## src/rtl/serial_paralelo_pkg.sv

```systemverilog
// Shared types and default constants for the serial-to-parallel lane receiver.
// Contents: receiver state enum, default word width, comma, idle word and
// lock threshold used as parameter defaults by serial_paralelo_sync.
package serial_paralelo_pkg;

  // Receiver alignment state.
  typedef enum logic [1:0] {
    HUNT   = 2'd0,
    ALIGN  = 2'd1,
    ACTIVE = 2'd2
  } sp_state_e;

  localparam int unsigned DEFAULT_WIDTH      = 8;
  localparam logic [7:0]  DEFAULT_COMMA      = 8'hBC;
  localparam logic [7:0]  DEFAULT_IDLE_WORD  = 8'h7C;
  localparam int unsigned DEFAULT_SYNC_COUNT = 4;

endpackage : serial_paralelo_pkg

```

## src/rtl/sp_comma_detector.sv

```systemverilog
// Serial shift register and comma comparator for the lane receiver.
// Ports:
//   clk_32f     - bit clock, one serial bit per rising edge
//   reset       - asynchronous active-low reset
//   data_in     - serial data, MSB first
//   word_c      - candidate word {history, data_in} (combinational)
//   comma_hit_c - word_c equals COMMA (combinational)
module sp_comma_detector
  import serial_paralelo_pkg::*;
#(
  parameter int unsigned      WIDTH = DEFAULT_WIDTH,
  parameter logic [WIDTH-1:0] COMMA = WIDTH'(DEFAULT_COMMA)
) (
  input  logic             clk_32f,
  input  logic             reset,
  input  logic             data_in,
  output logic [WIDTH-1:0] word_c,
  output logic             comma_hit_c
);

  // Only the WIDTH-1 most recent bits are ever read back, so the oldest bit
  // of the shift register is not stored.
  logic [WIDTH-2:0] sr_q;

  assign word_c      = {sr_q, data_in};
  assign comma_hit_c = (word_c == COMMA);

  // Bit history.
  always_ff @(posedge clk_32f or negedge reset) begin
    if (!reset) begin
      sr_q <= '0;
    end else begin
      sr_q <= word_c[WIDTH-2:0];
    end
  end

endmodule : sp_comma_detector

```

## src/rtl/serial_paralelo_sync.sv

```systemverilog
// Serial-to-parallel lane receiver with comma-based word alignment.
// Hunts for COMMA at any bit offset, confirms SYNC_COUNT consecutive aligned
// commas, then presents each completed word on data_out.
// Optional feature: define SP_RESYNC_EN to drop back to HUNT after
// SYNC_COUNT misaligned commas seen while ACTIVE.
// Ports:
//   clk_32f     - bit clock, one serial bit per rising edge
//   reset       - asynchronous active-low reset
//   data_in     - serial data, MSB first
//   data_out    - last completed non-comma word, or IDLE_WORD
//   valid_out   - data_out holds a data word received in ACTIVE
//   word_strobe - one-cycle pulse per word boundary in ALIGN/ACTIVE
//   active      - lane is aligned (ACTIVE)
module serial_paralelo_sync
  import serial_paralelo_pkg::*;
#(
  parameter int unsigned      WIDTH      = DEFAULT_WIDTH,
  parameter logic [WIDTH-1:0] COMMA      = WIDTH'(DEFAULT_COMMA),
  parameter logic [WIDTH-1:0] IDLE_WORD  = WIDTH'(DEFAULT_IDLE_WORD),
  parameter int unsigned      SYNC_COUNT = DEFAULT_SYNC_COUNT
) (
  input  logic             clk_32f,
  input  logic             reset,
  input  logic             data_in,
  output logic [WIDTH-1:0] data_out,
  output logic             valid_out,
  output logic             word_strobe,
  output logic             active
);

  localparam int unsigned      BIT_W    = $clog2(WIDTH);
  localparam int unsigned      CNT_W    = $clog2(SYNC_COUNT + 1);
  localparam logic [BIT_W-1:0] LAST_BIT = BIT_W'(WIDTH - 1);
  localparam logic [CNT_W-1:0] SYNC_MAX = CNT_W'(SYNC_COUNT);

  sp_state_e        state_q, state_d;
  logic [BIT_W-1:0] bit_cnt_q, bit_cnt_d, bit_next;
  logic [CNT_W-1:0] comma_cnt_q, comma_cnt_d, comma_inc;
  logic [WIDTH-1:0] data_d;
  logic             valid_d, strobe_d, active_d;
  logic             word_done;
  logic [WIDTH-1:0] word_c;
  logic             comma_hit_c;

`ifdef SP_RESYNC_EN
  logic [CNT_W-1:0] slip_cnt_q, slip_cnt_d, slip_inc;
  assign slip_inc = (slip_cnt_q == SYNC_MAX) ? slip_cnt_q : slip_cnt_q + CNT_W'(1);
`endif

  sp_comma_detector #(
    .WIDTH (WIDTH),
    .COMMA (COMMA)
  ) u_comma_detector (
    .clk_32f     (clk_32f),
    .reset       (reset),
    .data_in     (data_in),
    .word_c      (word_c),
    .comma_hit_c (comma_hit_c)
  );

  assign word_done = (bit_cnt_q == LAST_BIT);
  assign bit_next  = word_done ? '0 : bit_cnt_q + BIT_W'(1);
  assign comma_inc = (comma_cnt_q == SYNC_MAX) ? comma_cnt_q : comma_cnt_q + CNT_W'(1);

  // Next-state and output logic.
  always_comb begin
    state_d     = state_q;
    bit_cnt_d   = bit_cnt_q;
    comma_cnt_d = comma_cnt_q;
    data_d      = data_out;
    valid_d     = valid_out;
    strobe_d    = 1'b0;
`ifdef SP_RESYNC_EN
    slip_cnt_d  = slip_cnt_q;
`endif

    unique case (state_q)
      HUNT: begin
        // Locking on the edge that samples the last comma bit means the
        // following bit is bit 0 of the next word.
        bit_cnt_d = '0;
        if (comma_hit_c) begin
          comma_cnt_d = CNT_W'(1);
          state_d     = (SYNC_COUNT == 1) ? ACTIVE : ALIGN;
        end
      end

      ALIGN: begin
        bit_cnt_d = bit_next;
        if (word_done) begin
          strobe_d = 1'b1;
          if (comma_hit_c) begin
            comma_cnt_d = comma_inc;
            if (comma_inc == SYNC_MAX) begin
              state_d = ACTIVE;
            end
          end else begin
            comma_cnt_d = '0;
            bit_cnt_d   = '0;
            state_d     = HUNT;
          end
        end
      end

      ACTIVE: begin
        bit_cnt_d = bit_next;
        if (word_done) begin
          strobe_d = 1'b1;
          if (comma_hit_c) begin
            data_d  = IDLE_WORD;
            valid_d = 1'b0;
          end else begin
            data_d  = word_c;
            valid_d = 1'b1;
          end
        end
`ifdef SP_RESYNC_EN
        // An aligned comma wins over the misaligned-comma count.
        if (word_done && comma_hit_c) begin
          slip_cnt_d = '0;
        end else if (comma_hit_c) begin
          slip_cnt_d = slip_inc;
          if (slip_inc == SYNC_MAX) begin
            slip_cnt_d  = '0;
            comma_cnt_d = '0;
            bit_cnt_d   = '0;
            data_d      = IDLE_WORD;
            valid_d     = 1'b0;
            state_d     = HUNT;
          end
        end
`endif
      end

      default: begin
        bit_cnt_d   = '0;
        comma_cnt_d = '0;
        data_d      = IDLE_WORD;
        valid_d     = 1'b0;
        state_d     = HUNT;
      end
    endcase

    active_d = (state_d == ACTIVE);
  end

  // State, counters and output registers.
  always_ff @(posedge clk_32f or negedge reset) begin
    if (!reset) begin
      state_q     <= HUNT;
      bit_cnt_q   <= '0;
      comma_cnt_q <= '0;
      data_out    <= IDLE_WORD;
      valid_out   <= 1'b0;
      word_strobe <= 1'b0;
      active      <= 1'b0;
    end else begin
      state_q     <= state_d;
      bit_cnt_q   <= bit_cnt_d;
      comma_cnt_q <= comma_cnt_d;
      data_out    <= data_d;
      valid_out   <= valid_d;
      word_strobe <= strobe_d;
      active      <= active_d;
    end
  end

`ifdef SP_RESYNC_EN
  // Misaligned-comma counter.
  always_ff @(posedge clk_32f or negedge reset) begin
    if (!reset) begin
      slip_cnt_q <= '0;
    end else begin
      slip_cnt_q <= slip_cnt_d;
    end
  end
`endif

endmodule : serial_paralelo_sync

```

## config.mk

```make
export PLATFORM = sky130hd
export DESIGN_NAME = serial_paralelo_sync
export DESIGN_NICKNAME = d
export VERILOG_FILES = /design/src/rtl/serial_paralelo_pkg.sv /design/src/rtl/sp_comma_detector.sv /design/src/rtl/serial_paralelo_sync.sv
export SDC_FILE = /design/constraint.sdc
export NUM_CORES = 1
export LEC_CHECK = 0
export ABC_CLOCK_PERIOD_IN_PS = 2800
export BUFFER_PORTS_ARGS = -buffer_cell sky130_fd_sc_hd__buf_2
export CORE_MARGIN = 2
export CORE_UTILIZATION = 45
export DETAILED_ROUTE_END_ITERATION = 8
export PLACE_DENSITY_LB_ADDON = 0.05
export REMOVE_ABC_BUFFERS = 1
export SYNTH_ARGS = -nofsm -noshare
export SYNTH_HDL_FRONTEND = slang
export SYNTH_SLANG_ARGS = --single-unit
```

## constraint.sdc

```tcl
create_clock -name clk_32f -period 2.8 [get_ports clk_32f]
set_clock_uncertainty 0.05 [all_clocks]
set_input_delay 0.42 -clock clk_32f [delete_from_list [all_inputs] [get_ports clk_32f]]
set_output_delay 0.42 -clock clk_32f [all_outputs]
set_load 0.02 [all_outputs]
```

==> metrics.txt <==
dpl hpwl=1500 µm; DRC errors left=0; Flop pwr share=61.1%; port bufs=13; CTS Sinks=26; most frequent cells in the layout=dfrtp_1, inv_1, buf_2, nor2_1, ha_1; Syn Std Cell Area=1190 µm²; root buffer cell=clkbuf_4; Post-Synthesis Cells=114; Initial DRC Count=19; first-pass GRT wire length=3510 µm; Synth cell types=31; Lkg Pwr=0.623 nW; CP max stage delay=420 ps; # placed instances=156; Die Span X=55.5 µm; worst hold path class=input pin to asynchronous set/reset pin; footprint of the multi-input gates=468 µm²; CP max-delay cell=dfrtp_1; Bufs on Longest Clock Path=2; fin crit period=2040 ps; layout cells sized above 1=20.0%; Worst EP required=2960 ps; status=complete, no violations; crit path capture type=register; Row Count=18; Fmax achieved=490 MHz; final std cells w/o fill=160; Antenna Cells=0; Starting Density=47.7%; CP Launch Type=register; Comb pwr share=15.3%; Die ar.=3080 µm²; CP Class=register to register; GR Overflow Total=0; Power Dens Cells=506 nW/µm²; Max-cap violations=0; syn avg cell area=10.5 µm²; commonest non-fill, non-tap cell in the layout=dfrtp_1; drt via density=5.29; die height=55.5 µm; CTS Buf Count=3; max-slew violations=0; r2r startpoint=state_q[0]$_DFF_PN0_; DR WL/cell=12.6 µm; Clk pin slew, worst setup/hold paths=130 ps; EDFF count, synth=0; final WL=2010 µm; Synth Flop Type=dfrtp_1; NumNets Final=142; via count=846; Pint=484 µW; Final Hold Fails=0; H-tree lvl count=1; register area share after synthesis=55.1%; largest net degree at the start of global routing=27; CTS tree=done; unrepaired setup endpoints after global routing=no; final setup fails=0; CP Cell Sequence=inv_1, ha_1, a21oi_1, a21boi_0, nand2_1, and4bb_1; Slew Limit Headroom=63.0%; Worst EP arrival=2210 ps; Net Sw Frac=27.4%; Syn. warnings=0; Clock Latency Late Sink=310 ps; period utilization=72.9%; GRT Resource Usage Total=14.5%; Layout area overhead=10.5%; vias in the first global route=816; Post-CTS Repair Setup Buffers=0; #FFs+latches synth=26; # fillers=229; Register Area=657 µm²; routability cong.=0.869; io pins=14; core area=2500 µm²; Detail Route Antenna Nets=0; Clock Power Share=23.5%; Psw=183 µW; worst vdd ir=0.292 mV; cts hold-fix bufs=0; Worst Setup SP=state_q[0]$_DFF_PN0_; crit path max fanout=15; initial antenna violation count=0; post-route setup TNS=0 ps; PostCTS Resize Cnt=0; asr flop ratio synth=100%; slew at the pin closest to its max-slew limit=555 ps; Initial DRT Pass Iterations=6
==> flip-flops by register name (all words and copies together), names as in the netlist <==
| register | flops |
|---|---|
| comma_cnt_q | 3 |
| bit_cnt_q | 3 |
| data_out | 8 |
| valid_out | 1 |
| state_q | 2 |
| word_strobe | 1 |
| u_comma_detector.sr_q | 7 |
| active | 1 |
==> cells by family after synthesis <==
| family | after synthesis | synth area share (%) |
|---|---|---|
| fa+ha+maj | 8 | 8.39 |
| simple gates | 32 | 13.9 |
| buf+inv | 17 | 5.67 |
| compound gates | 30 | 16.2 |
| flops | 26 | 55.1 |
| mux | 1 | 0.839 |
==> layout make-up <==
cell class / instances / share of cell area (%)
tap: 30 / 2.85
sequential: 26 / 49.9
timing repair buffer: 14 / 5.51
clock buffer: 4 / 1.99
multi-input combinational: 71 / 35.5
inverter: 15 / 4.27
==> cells in the mapped netlist (2+ instances only) <==
| cell | number | share of area [%] |
|---|---|---|
| inv_1 | 15 | 4.7 |
| a211oi_1 | 2 | 1.3 |
| dfrtp_1 | 21 | 44 |
| nand3_1 | 4 | 1.7 |
| o22ai_1 | 2 | 1.0 |
| dfstp_2 | 5 | 11 |
| o21ai_0 | 7 | 2.9 |
| nand2_1 | 7 | 2.2 |
| ha_1 | 8 | 8.4 |
| a21oi_1 | 7 | 2.9 |
| a31oi_1 | 5 | 2.6 |
| nor2_1 | 11 | 3.5 |
| a21boi_0 | 2 | 1.3 |
==> final timing paths <==
| check | end | slack, ps | depth (start not counted) |
|---|---|---|---|
| max | active$_DFF_PN0_ | 760 | 6 |
| min reg2reg | u_comma_detector.sr_q[4]$_DFF_PN0_ | 360 | 0 |
| min in group clk_32f | u_comma_detector.sr_q[0]$_DFF_PN0_ | 190 | 1 |
| max in group asynchronous | data_out[3]$_DFFE_PN1P_ | 2300 | 1 |
| max reg2reg | active$_DFF_PN0_ | 760 | 6 |
| min | u_comma_detector.sr_q[5]$_DFF_PN0_ | 30 | 1 |
==> metrics by stage <==
stage	utilization, %	setup slack (ps)	total power, mW	hold WS [ps]	cell area, µm²
after floorplan	-	989	0.484	74.4	1180
after global placement	51.7	872	0.514	328	1290
after detailed placement	51.7	776	0.519	337	1290
after CTS	52.7	755	0.674	46.3	1320
after global routing	52.7	507	0.716	53.7	1320
final	52.7	758	0.667	29.7	1320
==> worst max-delay path, delay by kind of cell, from the launching register on <==
| family | cells | cell delay [ps] |
|---|---|---|
| AO/OA/AOI/OAI | 2 | 710 |
| adder cells (fa/ha/maj) | 1 | 390 |
| buffers and inverters | 1 | 80 |
| flip-flops | 1 | 420 |
| AND/OR/NAND/NOR | 2 | 300 |
==> per-layer routing <==
layer  up-vias  wire [µm]  GRT usage [%]
met1       406        966           18.5
met4         0         13           5.57
met5         -          0              0
li1        426          -              -
met2        12        973           23.8
met3         2         59           3.51
==> power by group through the flow <==
stage	Sequential [mW]	Combinational [mW]	Clock [mW]
2_1_floorplan	0.409	0.0748	0
4_1_cts	0.408	0.104	0.162
5_1_grt	0.412	0.121	0.184
3_3_place_gp	0.414	0.101	0
6_report	0.408	0.102	0.157
3_5_place_dp	0.414	0.105	0
Power figures use the tool's default switching activity.
